`src/rtl/cpu_pkg.sv`:
```
// Shared CPU datapath types: word/address widths, ALU opcodes and B-operand shift codes.
package cpu_pkg;

  localparam int unsigned WORD_W     = 16;
  localparam int unsigned NUM_REGS   = 8;
  localparam int unsigned REG_ADDR_W = 3;

  typedef logic [WORD_W-1:0]     word_t;
  typedef logic [REG_ADDR_W-1:0] reg_addr_t;

  typedef enum logic [1:0] {
    ADD  = 2'b00,
    SUB  = 2'b01,
    AND  = 2'b10,
    NOTB = 2'b11
  } alu_op_t;

  typedef enum logic [1:0] {
    NONE = 2'b00,
    LSL1 = 2'b01,
    LSR1 = 2'b10,
    ASR1 = 2'b11
  } shift_t;

endpackage

```
`src/rtl/regfile.sv`:
```
// General register file: two combinational read ports, one synchronous write port,
// synchronous active-low clear of every entry.
module regfile
  import cpu_pkg::*;
#(
  parameter int unsigned DW   = WORD_W,
  parameter int unsigned NREG = NUM_REGS
) (
  input  logic                     clk,
  input  logic                     rst_n,
  input  logic                     we,
  input  logic [$clog2(NREG)-1:0]  waddr,
  input  logic [DW-1:0]            wdata,
  input  logic [$clog2(NREG)-1:0]  raddr_a,
  input  logic [$clog2(NREG)-1:0]  raddr_b,
  output logic [DW-1:0]            rdata_a_c,
  output logic [DW-1:0]            rdata_b_c
);

  logic [DW-1:0] mem [NREG];

  // Storage: clear wins over a simultaneous write.
  always_ff @(posedge clk) begin
    if (!rst_n) begin
      for (int i = 0; i < int'(NREG); i++) begin
        mem[i] <= '0;
      end
    end else if (we) begin
      mem[waddr] <= wdata;
    end
  end

  assign rdata_a_c = mem[raddr_a];
  assign rdata_b_c = mem[raddr_b];

endmodule

```
`src/rtl/alu_operand_stage.sv`:
```
// Operand-fetch stage ahead of the ALU: reads sources with write-back forwarding,
// selects zero/immediate, shifts B and holds the result in a one-entry output register.
module alu_operand_stage
  import cpu_pkg::*;
#(
  parameter int unsigned DW   = WORD_W,
  parameter int unsigned NREG = NUM_REGS
) (
  input  logic                     clk,
  input  logic                     rst_n,
  input  logic                     req_valid,
  output logic                     req_ready,
  input  logic [$clog2(NREG)-1:0]  req_rn,
  input  logic [$clog2(NREG)-1:0]  req_rm,
  input  logic                     req_zero_a,
  input  logic                     req_use_imm,
  input  logic [DW-1:0]            req_imm,
  input  logic [1:0]               req_shift,
  input  logic [1:0]               req_op,
  output logic                     out_valid,
  input  logic                     out_ready,
  output logic [DW-1:0]            val_A,
  output logic [DW-1:0]            val_B,
  output alu_op_t                  ALU_op,
  input  logic                     wb_en,
  input  logic [$clog2(NREG)-1:0]  wb_addr,
  input  logic [DW-1:0]            wb_data
);

  typedef enum logic {
    EMPTY = 1'b0,
    FULL  = 1'b1
  } state_t;

  state_t        state_q;
  state_t        state_d;
  logic          load;
  logic [DW-1:0] rf_a;
  logic [DW-1:0] rf_b;
  logic [DW-1:0] rd_a;
  logic [DW-1:0] rd_b;
  logic [DW-1:0] b_src;
  logic [DW-1:0] op_a;
  logic [DW-1:0] op_b;

  regfile #(
    .DW   (DW),
    .NREG (NREG)
  ) u_regfile (
    .clk       (clk),
    .rst_n     (rst_n),
    .we        (wb_en),
    .waddr     (wb_addr),
    .wdata     (wb_data),
    .raddr_a   (req_rn),
    .raddr_b   (req_rm),
    .rdata_a_c (rf_a),
    .rdata_b_c (rf_b)
  );

  // Ready depends only on the output register occupancy and the consumer.
  assign req_ready = (state_q == EMPTY) || out_ready;
  assign out_valid = (state_q == FULL);

  // Next-state: load whenever a request transfers; drain when consumed with nothing behind.
  always_comb begin
    state_d = state_q;
    load    = 1'b0;
    case (state_q)
      EMPTY: begin
        if (req_valid) begin
          load    = 1'b1;
          state_d = FULL;
        end
      end
      FULL: begin
        if (out_ready) begin
          if (req_valid) begin
            load = 1'b1;
          end else begin
            state_d = EMPTY;
          end
        end
      end
      default: state_d = EMPTY;
    endcase
  end

  // Operand formation: forwarding read, zero/immediate select, then the B shifter.
  always_comb begin
    rd_a  = (wb_en && (wb_addr == req_rn)) ? wb_data : rf_a;
    rd_b  = (wb_en && (wb_addr == req_rm)) ? wb_data : rf_b;
    op_a  = req_zero_a ? '0 : rd_a;
    b_src = req_use_imm ? req_imm : rd_b;
    op_b  = b_src;
    case (shift_t'(req_shift))
      NONE:    op_b = b_src;
      LSL1:    op_b = {b_src[DW-2:0], 1'b0};
      LSR1:    op_b = {1'b0, b_src[DW-1:1]};
      ASR1:    op_b = {b_src[DW-1], b_src[DW-1:1]};
      default: op_b = b_src;
    endcase
  end

  // State and output register; captured operands hold while stalled.
  always_ff @(posedge clk) begin
    if (!rst_n) begin
      state_q <= EMPTY;
      val_A   <= '0;
      val_B   <= '0;
      ALU_op  <= ADD;
    end else begin
      state_q <= state_d;
      if (load) begin
        val_A  <= op_a;
        val_B  <= op_b;
        ALU_op <= alu_op_t'(req_op);
      end
    end
  end

endmodule

```
`config.mk`:
```
export PLATFORM = sky130hd
export DESIGN_NAME = alu_operand_stage
export DESIGN_NICKNAME = d
export VERILOG_FILES = /design/src/rtl/cpu_pkg.sv /design/src/rtl/regfile.sv /design/src/rtl/alu_operand_stage.sv
export SDC_FILE = /design/constraint.sdc
export NUM_CORES = 1
export LEC_CHECK = 0
export CORE_MARGIN = 2
export CORE_UTILIZATION = 52
export CTS_CLUSTER_SIZE = 10
export DETAILED_ROUTE_END_ITERATION = 7
export GPL_ROUTABILITY_DRIVEN = 0
export GPL_TIMING_DRIVEN = 1
export HOLD_SLACK_MARGIN = 0.05
export PLACE_DENSITY_LB_ADDON = 0.3
export SLEW_MARGIN = 5
export SYNTH_ARGS = -nofsm -noshare
export SYNTH_HDL_FRONTEND = slang
export SYNTH_SLANG_ARGS = --single-unit
```
`constraint.sdc`:
```
create_clock -name clk -period 3.3 [get_ports clk]
set_input_delay 0.99 -clock clk [delete_from_list [all_inputs] [get_ports clk]]
set_output_delay 0.99 -clock clk [all_outputs]
set_load 0.01 [all_outputs]
```
# Word level (Yosys, flattened, before mapping)
# Memories as Yosys holds them, arrays and structs flattened.
# Cells that the tools add are included.
totals:
  reg_bits: 35
  ramBits: 128
  input_bits: 52
  output_inout_bits: 36
  elab_cells: 33
  memories: 1
classes:
  n_eq_ne: 5
  mux: 17
  bitwise: 1
  n_reduce_logical: 5
memory_table:
  columns: ["memory", "words", "width", "read_ports", "rd_clocked_by_memory_dff", "wr", "line_no", "rtl"]
  rows:
  - ["u_regfile.mem", 8, 16, 2, 0, 8, "regfile.sv:20", "logic [DW-1:0] mem [NREG];"]
op_table:
  columns: ["op", "n"]
  rows:
  - ["$mux 16", 5]
  - ["$pmux 16 s4", 1]
  - ["$reduce_or 16->1", 1]
  - ["$mux 1", 8]
  - ["$eq 3x3->1", 2]
  - ["$eq 2x2->1 const B", 2]
  - ["$pmux 1 s2", 2]
  - ["$mux 3", 1]
  - ["$eq 2x1->1 const B", 1]
  - ["$logic_and 1x1->1", 2]
  - ["$logic_not 2->1", 1]
  - ["$logic_or 1x1->1", 1]
  - ["$not 1->1", 1]

# Logic depth before layout (Yosys ltp)
# Gate-level depths: netlist of run 1.
depth:
  word_depth: 5
  mapped_depth: 8
  ltp_nobuf: 6

# Hierarchy
# Synthesis of run 1 repeated with hierarchy kept, for this count alone.
unflattened:
  cells_unflattened: 678
  hier_area_um2: 9013.6
modules_own_cells:
  columns: ["mod", "n_inst", "cells_per_inst", "area_per_inst_um2"]
  rows:
  - ["regfile", 1, 430, 6876.6]
  - ["alu_operand_stage", 1, 248, 2137.0]

# Worst setup path before layout of run 1
# No wires, ideal clock.
synth_path:
  path_kind: "input to register"
  from: "in rst_n"
  to: "mem u_regfile.mem[3][0] (netlist bit) (enable)"
  setup_ns: 0.411
  arrival_time_ns: 2.902
  slack_ns: -0.013
  path_stages: 4
  cell_sequence: "clkbuf_1 -> nand3b_1 -> clkbuf_1 -> o21ai_0"
synth_rtl:
  columns: ["element", "line_no", "rtl"]
  rows:
  - ["start, declared", "alu_operand_stage.sv:10", "input logic rst_n,"]
  - ["end, declared", "regfile.sv:20", null]

# Final worst setup path of run 1
layout_path:
  from: "in out_ready"
  to: "out req_ready"
layout_via:
  elab_chain_cells: 1
layout_rtl:
  columns: ["element", "line_no", "rtl"]
  rows:
  - ["start, declared", "alu_operand_stage.sv:21", "input logic out_ready,"]
  - ["$logic_or 1x1->1", "alu_operand_stage.sv:62", "assign req_ready = (state_q == EMPTY) || out_ready;"]
  - ["end, declared", "alu_operand_stage.sv:12", "output logic req_ready,"]
# No other way between the ends.

==> results.toml, run 1 <==
[run_status]
status = "complete, no violations"

[timing]
final-hold-violation-count = 0
max_clock_freq_mhz = 322
clock_skew_ns = 0.00765
tightest_slew_ns = 0.783
rsz0062_at_grt = "false"
drv_slew = 0
fin_crit_ns = 3.11
post-route-period-util = 0.942
relSlewSlack = 0.476
setup_viol = 0
setup_tns_ns = 0

[synthesis]
ys_seq_elements = 163
syn_area_per_cell_sq_um = 12.1
synth_top_area_cell = "edfxtp_1"
syn_inst = 747
synth_top_family_by_area = "multiplexers"
synthAdderAreaFrac = 0
synth-simple-area-share = 0.147
ys_types = 57
yosysWarnings = 0
synth_xor_area_frac = 0.00662
yosysSeqAreaShare = 0.501
syn_nets = 799
netlist.area_leader.share = 0.424
synth.area.top_cells = "edfxtp_1 42%, mux4_2 16%, dfxtp_1 7.7%, and2_1 5.1%, mux2i_1 5.1%"
muxShareOfSynthArea = 0.221
async_flop_share = 0
synth-edff-count = 128
synth_compound_area_frac = 0.0892
synth_area_sq_mm = 0.00907
synth_flop_cell = "edfxtp_1"

[flow_run]
maxCapViolations = 0

[routing]
via_per_inst = 6.74
drcViolationCount = 0
drt_pass1_iterations = 5
detail-route-antenna-nets = 0
first_iter_violations = 1006
vias = 7372
routed_wl_mm = 27.6
wl_per_cell_microns = 25.2

[cts]
clockRootBuffer = "clkbuf_16"
cts_tree = "done"
cts_max_path_buffers = 2
insertion_delay_ns = 0.43
ctsResizeCount = 0
numCtsBuffers = 17
ctsHoldBuffers = 0
htree_levels = 4
post-cts-setup-buffer-count = 0
clk_pin_slew_ns = 0.07
clock_sinks = 163

[die]
die_y_microns = 136
start_util = 0.528
die-area_sq_mm = 0.0185
chipWidth_microns = 136
rows = 48
num_io_pins = 88
coreArea_sq_mm = 0.0172

[worst_setup_path]
required_ns = 2.31
cp_data_arrival_time_ns = 2.12
crit_type = "in -> out"
cp_max_fo = 2
regToRegSetupSlack_ns = 1.13
end_kind = "output port"
cp-start-kind = "input pin"
ff2ff_path_depth = 5

[worst_hold_path]
holdPathStages = 2
hp-class = "reg -> reg"

[power_and_ir_drop]
leakagePower_nw = 3.95
vdd_drop_max_mv = 0.340
power_density_mw_per_mm2 = 474

[global_routing]
grt_overflow = 0
grt_max_degree = 34
track_usage = 0.308
first_global_vias = 7220
grt_pass1_wl_mm = 42.0
grt_antenna_before_repair = 1

[layout]
drive_gt1_frac = 0.204
nNetsFinal = 907
fin_util = 0.647
area_delta_synth_final_pct = 22.5
num-fill-cells = 1294

[placement]
dp_hpwl_mm = 20.3
port_buffers = 87
-- synthesized netlist by cell type (all sizes together) (2+ instances only) --
library cell    n
inv             5
a221o           2
nor2b           3
nor4           15
a21boi          2
o22ai           2
buf            14
a41oi           2
nor2           22
xnor2           6
a21oi          17
dfxtp          35
a211o           3
or3             2
a211oi          4
mux2i          46
mux4           65
nor3           51
clkinv          7
and4            2
a32oi           2
nand2b          7
o21ai          54
and2           74
and3            2
mux2            7
nand4           3
o211ai          8
a221oi          3
a22oi           5
clkbuf         53
nand3b          2
nand2          59
o2111ai         2
nand3           9
nor3b           2
o2bb2ai         2
o221ai          7
edfxtp        128
o31ai           3
-- layout by cell type, fill, tap and decap left out, drive strengths merged, types with 7 or more instances in the layout --
cell	synthesis	layout
edfxtp	128	128
clkdlybuf4s50	0	85
and2	74	74
buf	14	71
mux4	65	65
nand2	59	59
o21ai	54	54
nor3	51	51
mux2i	46	46
dfxtp	35	35
nor2	22	22
clkbuf	53	18
a21oi	17	17
nor4	15	15
clkinv	7	14
inv	5	10
nand3	9	9
o211ai	8	8
nand2b	7	7
o221ai	7	7
mux2	7	7
-- per-layer routing --
metal  part of all wire  vias to the layer above  GRT usage
li1                   -                     3117          -
met5                  0                        -          0
met4              0.046                        0      0.150
met2               0.46                      600      0.475
met3               0.12                      103     0.0813
met1               0.37                     3552      0.407
-- through the flow --
stage / instances / area, sq um / hold slack (ns) / power (mW) / setup slack (ns)
3_3_place_gp: 1061 / 10600 / 0.436 / 3.36 / 0.00830
5_1_grt: 1093 / 11100 / 0.481 / 5.42 / 0.147
2_1_floorplan: 747 / 9070 / 0.470 / 2.96 / -0.0134
3_5_place_dp: 1061 / 10600 / 0.448 / 3.39 / -0.0203
6_report: 1094 / 11100 / 0.456 / 5.27 / 0.192
4_1_cts: 1093 / 11100 / 0.458 / 5.25 / 0.197
-- worst max-delay path, cell delays in order --
cell and delay, ns:
clkdlybuf4s50_1 0.40, nor2b_1 0.20, inv_2 0.06, clkdlybuf4s50_1 0.48
-- sequential cells by signal (all words and copies together) (netlist names) --
name,flops
ALU_op,2
out_valid,1
u_regfile.mem,128
val_A,16
val_B,16
-- area by class of cell --
class	count	area, sq um	area share
Sequential cell	163	4540	0.409
Timing Repair Buffer	156	1480	0.133
Tap cell	225	282	0.0253
Clock buffer	18	429	0.0386
Multi-Input combinational cell	505	4200	0.378
Clock inverter	14	128	0.0115
Inverter	12	45.0	0.00405
Antenna cell	1	2.50	0.000225
-- logic make-up after synthesis --
family | after synthesis
simple gates | 254
flops | 163
compound gates | 127
mux | 118
buf+inv | 79
xor+xnor | 6
-- where the power goes --
part / leakage [nW] / internal, mW / switching, mW
combinational: 2.16 / 0.443 / 0.483
sequential: 1.51 / 2.35 / 0.0968
clock: 0.276 / 1.05 / 0.845
-- path summary, 6_finish.rpt --
| check | from | to |
|---|---|---|
| worst max-delay path | out_ready | req_ready |
| worst min-delay path | val_A[3] | val_A[3] |
| worst max register to register | u_regfile.mem[6][8] | val_B[8] |
| worst min register to register | val_A[3] | val_A[3] |
Note: power is estimated with default switching activity, not from simulation.
==> run 2: changes to the inputs <==
--- a/config.mk
+++ b/config.mk
@@ -7,6 +7,7 @@
 export LEC_CHECK = 0
 export CORE_MARGIN = 2
 export CORE_UTILIZATION = 52
+export CTS_CLUSTER_DIAMETER = 60
 export CTS_CLUSTER_SIZE = 10
 export DETAILED_ROUTE_END_ITERATION = 7
 export GPL_ROUTABILITY_DRIVEN = 0
==> results of run 2 <==
Final layout, timing and power as in run 1 (identical DEF).
==> run 3: changes to the inputs <==
--- a/config.mk
+++ b/config.mk
@@ -5,6 +5,7 @@
 export SDC_FILE = /design/constraint.sdc
 export NUM_CORES = 1
 export LEC_CHECK = 0
+export ABC_CLOCK_PERIOD_IN_PS = 3300
 export CORE_MARGIN = 2
 export CORE_UTILIZATION = 52
 export CTS_CLUSTER_DIAMETER = 60
==> results of run 3 <==
Final layout, timing and power as in run 1 (identical DEF).
